<file path="src/rtl/rr_arb8_sel.sv">
// Eight-way round-robin arbiter driving a registered mux select with a valid/ready output; sel/out_vld one cycle after req.
// Stalls hold sel, out_vld and ptr unchanged; handshakes re-arbitrate back-to-back with no bubble.
module rr_arb8_sel #(
  parameter int N_REQ = 8,
  parameter int SEL_W = 4
) (
  input  logic             clk,
  input  logic             rst_n,
  input  logic [N_REQ-1:0] req,
  output logic [N_REQ-1:0] gnt,
  output logic [SEL_W-1:0] sel,
  output logic             out_vld,
  input  logic             out_rdy
);

  localparam logic [0:0] IDLE = 1'b0;
  localparam logic [0:0] BUSY = 1'b1;

  logic [0:0] state_q, state_d;
  logic [2:0] sel_q, sel_d;
  logic [2:0] ptr_q, ptr_d;
  logic [7:0] sel_oh;
  logic       hs;
  logic [3:0] pick_idle;
  logic [3:0] pick_next;

  // Returns {found, index}; scanning downward lets the smallest offset from start win.
  function automatic logic [3:0] pick(input logic [7:0] mask, input logic [2:0] start);
    logic [3:0] r;
    logic [2:0] idx;
    r = '0;
    for (int i = 7; i >= 0; i--) begin
      idx = start + 3'(i);
      if (mask[idx]) r = {1'b1, idx};
    end
    return r;
  endfunction

  always_comb begin
    sel_oh    = 8'(1) << sel_q;
    hs        = (state_q == BUSY) && out_rdy;
    gnt       = hs ? N_REQ'(sel_oh) : '0;
    pick_idle = pick(8'(req), ptr_q);
    // The just-served index is masked so a requester still high after its gnt is not granted twice.
    pick_next = pick(8'(req) & ~sel_oh, sel_q + 3'd1);
    state_d   = state_q;
    sel_d     = sel_q;
    ptr_d     = ptr_q;
    case (state_q)
      IDLE: begin
        if (pick_idle[3]) begin
          sel_d   = pick_idle[2:0];
          state_d = BUSY;
        end
      end
      default: begin
        if (out_rdy) begin
          ptr_d = sel_q + 3'd1;
          if (pick_next[3]) sel_d = pick_next[2:0];
          else              state_d = IDLE;
        end
      end
    endcase
  end

  always_ff @(posedge clk or negedge rst_n) begin
    if (!rst_n) begin
      state_q <= IDLE;
      sel_q   <= '0;
      ptr_q   <= '0;
    end else begin
      state_q <= state_d;
      sel_q   <= sel_d;
      ptr_q   <= ptr_d;
    end
  end

  assign out_vld = (state_q == BUSY);
  assign sel     = {{(SEL_W-3){1'b0}}, sel_q};

endmodule

</file>
<file path="config.mk">
export PLATFORM = sky130hd
export DESIGN_NAME = rr_arb8_sel
export DESIGN_NICKNAME = d
export VERILOG_FILES = /design/src/rtl/rr_arb8_sel.sv
export SDC_FILE = /design/constraint.sdc
export NUM_CORES = 1
export LEC_CHECK = 0
export BUFFER_PORTS_ARGS = -buffer_cell sky130_fd_sc_hd__buf_2
export CORE_MARGIN = 2
export CORE_UTILIZATION = 34
export DETAILED_ROUTE_END_ITERATION = 7
export PLACE_DENSITY = 0.59
export SETUP_SLACK_MARGIN = 0.4
export SLEW_MARGIN = 15
export SYNTH_ARGS = -nofsm -noshare
export SYNTH_HDL_FRONTEND = slang
export SYNTH_SLANG_ARGS = --single-unit
</file>
<file path="constraint.sdc">
create_clock -name clk -period 3.2 [get_ports clk]
set_clock_uncertainty 0.15 [all_clocks]
set_input_delay 0.64 -clock clk [delete_from_list [all_inputs] [get_ports clk]]
set_output_delay 0.64 -clock clk [all_outputs]
set_load 0.02 [all_outputs]
</file>
==> impl_metrics.json, run 1 <==
{
  "grt_max_degree": 15,
  "hpwl_mm": 5.81,
  "insertion_delay_ns": 0.23,
  "wl_per_cell_um": 17.9,
  "ctsRootBufferMaster": "clkbuf_8",
  "critPathMaxFanout": 5,
  "period_needed_ns": 2.76,
  "port_buffers": 22,
  "die_h_um": 89.4,
  "vias": 2550,
  "cts_tree": "built",
  "timing.hold.worst.class": "in2async",
  "fillers": 695,
  "seq_area_frac_synth_pct": 7.06,
  "grt_pass1_wl_mm": 12.8,
  "synth.area.top_cells": "mux4_2, mux2i_1, dfrtp_1, mux2_2, ha_1",
  "status": "finished clean",
  "cp-start-kind": "flip-flop",
  "maxCapViolations": 0,
  "drt_iter0_markers": 127,
  "hold_viol_final": 0,
  "die_w_um": 89.4,
  "grt_pass1_vias": 2518,
  "io_pins": 24,
  "path_class": "reg2reg",
  "synth_edf_count": 0,
  "synth_warnings": 0,
  "cts_hold_buffers": 0,
  "area_growth_pct": 26.0,
  "post-route-period-util_pct": 86.3,
  "max_freq_mhz": 362,
  "first_pass_iters": 4,
  "n_antenna_cell": 0,
  "cts_made_buffers": 3,
  "setup_tns_ns": 0,
  "synthesis.area_um2": 2480,
  "htree_levels": 1,
  "cts_buffer_depth": 2,
  "reg2regPathDepth": 9,
  "gp_congestion": 0.903,
  "path_clk_slew_ns": 0.04,
  "yosys.area.top_type": "mux4_2",
  "grt-ovfl-total": 0,
  "synthCells": 294,
  "max_slew_margin_pct": 59.4,
  "synth_nets": 314,
  "grt_antenna_before_repair": 0,
  "async_flop_share_pct": 100,
  "drc_errors": 0,
  "drv_slew": 0,
  "drtAntennaViolNets": 0,
  "synth-seq-cells": 7,
  "setup_viol": 0,
  "required_ns": 3.20,
  "synth_cell_types": 73,
  "grtUsageTotal_pct": 20.3,
  "drive_above_1_share_pct": 43.6,
  "layout_commonest_cell": "buf_4",
  "floorplan.initialDensity_pct": 34.6,
  "worst_setup_path_end_kind": "flip-flop",
  "die-area_um2": 7990,
  "cts_sinks": 7,
  "wl_mm": 7.68,
  "syn_area_per_cell_um2": 8.43,
  "fin_nets": 351,
  "arrival_ns": 2.76,
  "rows": 31,
  "synth_top_area_share_pct": 10.9,
  "avgViaCountPerCell": 5.94,
  "tightest_slew_ns": 0.600,
  "synthFlopType": "dfrtp_1",
  "core_um2": 7180,
  "final_cell_mix": "buf_4, buf_2, mux2i_1",
  "rsz0062_at_grt": "yes"
}
==> worst max-delay path: stages (launching register included) <==
cell and delay [ns]:
dfrtp_2 0.46, ha_2 0.23, ha_1 0.21, nand3b_1 0.19, a21boi_2 0.20, mux4_2 0.55, a211oi_1 0.31, and3_2 0.22
a41oi_1 0.04, nand4_1 0.12
==> layer usage <==
metal | global-route usage, % | vias to the layer above | wire length (um)
li1 | - | 1219 | -
met1 | 26.4 | 1237 | 3320
met2 | 35.3 | 74 | 3860
met3 | 1.75 | 20 | 306
met4 | 7.06 | 0 | 191
met5 | 0 | - | 0
==> Yosys cell counts, types with 3 or more instances <==
cell type   n
mux2i_1    22
a21oi_1    18
nand2_1    17
mux2_2     15
nor2_1     14
mux4_2     12
inv_1      11
o21ai_0    10
a211oi_1    9
buf_2       9
ha_1        9
o211ai_1    9
and3_1      8
nor3_1      8
dfrtp_1     7
buf_6       6
nand3_1     6
and2_1      5
o31a_1      5
a21boi_0    4
a21o_1      4
a22oi_1     4
nor2b_1     4
a221oi_1    3
buf_4       3
clkbuf_1    3
clkinv_1    3
nand4_1     3
o21a_1      3
xnor2_1     3
xor2_1      3
==> metrics by stage <==
stage	hold WS, ns	instances	utilization, %	instance area (um^2)	setup WS (ns)
final	0.0913	429	43.6	3130	0.437
after global routing	0.0960	429	43.6	3130	0.324
after CTS	0.0924	425	41.4	2970	0.409
after detailed placement	0.338	413	38.4	2760	0.193
after global placement	0.331	413	38.4	2760	0.252
after floorplan	0.194	294	-	2560	0.404
==> cell families (layout without fill, tap and decap cells) <==
group | Yosys count | count (layout) | share of synthesized area (%)
xor gates and xnor gates | 8 | 8 | 4.34
muxes | 50 | 50 | 27.0
and+or+nand+nor | 77 | 77 | 16.4
buffers and inverters | 39 | 75 | 9.38
other | 1 | 1 | 0.151
DFF | 7 | 7 | 7.06
AOI/OAI and AO/OA | 103 | 103 | 31.0
adders and majority gates | 9 | 9 | 4.54
==> repair_timing <==
action                                  in CTS  in global routing
setup buffers                                8                  4
pin swaps                                    9                 10
endpoints found under the setup margin       3                  3
resized for setup                           25                 23
==> registers in the layout (all words and copies together), names as in the netlist <==
signal	cells
sel_q	3
out_vld	1
ptr_q	3
==> worst paths after layout <==
| check | start | to | slack, ns |
|---|---|---|---|
| max | sel_q[0]$_DFFE_PN0P_ | sel_q[0]$_DFFE_PN0P_ | 0.44 |
| min | rst_n | out_vld$_DFF_PN0_ | 0.09 |
| max reg2reg | sel_q[0]$_DFFE_PN0P_ | sel_q[0]$_DFFE_PN0P_ | 0.44 |
| min reg2reg | ptr_q[2]$_DFFE_PN0P_ | ptr_q[2]$_DFFE_PN0P_ | 0.61 |
| max in group asynchronous | rst_n | ptr_q[0]$_DFFE_PN0P_ | 2.63 |
| min in group clk | ptr_q[2]$_DFFE_PN0P_ | ptr_q[2]$_DFFE_PN0P_ | 0.61 |
==> layout make-up <==
type	instances	area, um^2	share of cell area [%]
flip-flops and latches	7	181	5.80
clock buffers	4	45.0	1.44
inverters	14	58.8	1.88
multi-input cells	248	2330	74.6
repair buffers	57	384	12.3
well taps	99	124	3.96
Power of run 1 is not shown: default switching activity piles up to over one toggle a cycle in this logic, so the estimate is an artifact.
==> run 2: changes to the inputs <==
--- a/config.mk
+++ b/config.mk
@@ -5,11 +5,13 @@
 export SDC_FILE = /design/constraint.sdc
 export NUM_CORES = 1
 export LEC_CHECK = 0
-export BUFFER_PORTS_ARGS = -buffer_cell sky130_fd_sc_hd__buf_2
 export CORE_MARGIN = 2
 export CORE_UTILIZATION = 34
+export CTS_BUF_LIST = sky130_fd_sc_hd__clkbuf_8
 export DETAILED_ROUTE_END_ITERATION = 7
-export PLACE_DENSITY = 0.59
+export DONT_BUFFER_PORTS = 1
+export PLACE_DENSITY = 0.56
+export REMOVE_ABC_BUFFERS = 1
 export SETUP_SLACK_MARGIN = 0.4
 export SLEW_MARGIN = 15
 export SYNTH_ARGS = -nofsm -noshare
==> impl_metrics.json, run 2 (synthesis gave the netlist of run 1 again) <==
{
  "status": "finished clean",
  "regArea_um2": 179,
  "multi_input_area_um2": 2300,
  "ctsRootBufferMaster": "clkbuf_8",
  "grtUsageTotal_pct": 20.1,
  "die-area_um2": 7990,
  "core_um2": 7180,
  "cp-start-kind": "flip-flop",
  "cts_buffer_depth": 2,
  "fin_nets": 342,
  "grt_pass1_wl_mm": 12.6,
  "rsz0062_at_grt": "yes",
  "grt_pass1_vias": 2407,
  "insertion_delay_ns": 0.22,
  "arrival_ns": 2.75,
  "cts_tree": "built",
  "reg2regPathDepth": 10,
  "max_freq_mhz": 356,
  "final_cell_mix": "buf_4, mux2i_1, a21oi_1",
  "io_pins": 24,
  "setup_tns_ns": 0,
  "path_class": "reg2reg",
  "wl_mm": 8.38,
  "r2r-start": "sel_q[0]$_DFFE_PN0P_",
  "floorplan.initialDensity_pct": 34.6,
  "rows": 31,
  "avgViaCountPerCell": 6.17,
  "worst_setup_path_end_kind": "flip-flop",
  "grt-ovfl-total": 0,
  "htree_levels": 1,
  "max_slew_margin_pct": 54.3,
  "min_from": "ptr_q[1]$_DFFE_PN0P_",
  "grt_antenna_before_repair": 0,
  "wl_per_cell_um": 19.9,
  "n_antenna_cell": 0,
  "gp_congestion": 0.919,
  "fillers": 706,
  "tightest_slew_ns": 0.666,
  "hpwl_mm": 5.80,
  "die_w_um": 89.4,
  "grt_max_degree": 22,
  "timing.hold.worst.class": "reg2reg",
  "critPathLaunch": "sel_q[0]$_DFFE_PN0P_",
  "hold_depth": 2,
  "cts_made_buffers": 3,
  "layout_commonest_cell": "buf_4",
  "period_needed_ns": 2.81,
  "hold_viol_final": 0,
  "drv_slew": 0,
  "setup_viol": 0,
  "drtAntennaViolNets": 0,
  "path_clk_slew_ns": 0.04,
  "post-route-period-util_pct": 87.8,
  "first_pass_iters": 4,
  "port_buffers": 0,
  "vias": 2592,
  "critPathMaxFanout": 6,
  "area_growth_pct": 26.5,
  "die_h_um": 89.4,
  "required_ns": 3.14,
  "drc_errors": 0,
  "drt_iter0_markers": 147,
  "drive_above_1_share_pct": 38.6,
  "cts_sinks": 7,
  "maxCapViolations": 0
}
==> run 2: cell count changes in the layout (fill, tap and decap cells not counted), moves of 3 or more <==
| cell | before | now |
|---|---|---|
| clkinv_2 | 3 | 0 |
| mux2i_1 | 19 | 22 |
| buf_4 | 33 | 42 |
| a211oi_2 | 4 | 1 |
| buf_2 | 22 | 0 |
| mux2i_2 | 3 | 0 |
==> run 2: area by class of cell <==
cell class | count | area share (%)
clock inverters | 1 | 0.120
flip-flops and latches | 7 | 5.70
inverters | 14 | 1.79
well taps | 99 | 3.95
repair buffers | 48 | 13.8
clock buffers | 3 | 1.32
multi-input cells | 248 | 73.3
==> run 2: final timing paths <==
kind                                              to  slack, ns
worst min-delay path            ptr_q[1]$_DFFE_PN0P_       0.39
worst max-delay path            sel_q[1]$_DFFE_PN0P_       0.39
max in group asynchronous       sel_q[0]$_DFFE_PN0P_       2.03
min in group asynchronous          out_vld$_DFF_PN0_       0.60
worst max register to register  sel_q[1]$_DFFE_PN0P_       0.39
worst min register to register  ptr_q[1]$_DFFE_PN0P_       0.39
==> run 2: through the flow <==
| step | setup WS, ns | hold WS, ns | area, um^2 | util (%) | std cells |
|---|---|---|---|---|---|
| 6_report | 0.390 | 0.389 | 3140 | 43.7 | 420 |
| 5_1_grt | 0.290 | 0.419 | 3140 | 43.7 | 420 |
| 4_1_cts | 0.358 | 0.386 | 2880 | 40.1 | 405 |
| 2_1_floorplan | -0.535 | 0.194 | 2300 | - | 269 |
| 3_5_place_dp | 0.188 | 0.195 | 2640 | 36.7 | 393 |
| 3_3_place_gp | 0.230 | 0.195 | 2640 | 36.7 | 393 |
==> run 2: per-layer routing <==
metal / vias up / wire [um] / global-route usage, %
met3: 24 / 466 / 2.22
met4: 0 / 291 / 7.19
met2: 108 / 4240 / 34.0
met1: 1263 / 3370 / 26.3
met5: - / 0 / 0
li1: 1197 / - / -
==> run 2: worst max-delay path, stage by stage, from the launching register on <==
cell	delay, ns
dfrtp_2	0.45
buf_12	0.15
ha_4	0.16
mux2_4	0.34
a21o_4	0.26
mux4_2	0.49
buf_4	0.16
buf_4	0.12
o211ai_1	0.10
a31o_2	0.21
a221oi_2	0.06
==> run 2: timing repair <==
item                                    in CTS  in global routing
gates resized for setup                     21                 29
hold endpoints to repair                     7                  0
hold buffers                                 1                  0
pin swaps                                    7                 11
endpoints found under the setup margin       3                  3
buffers inserted                             6                 14
gates cloned                                 1                  1
Power of run 2 is left out for the same reason.
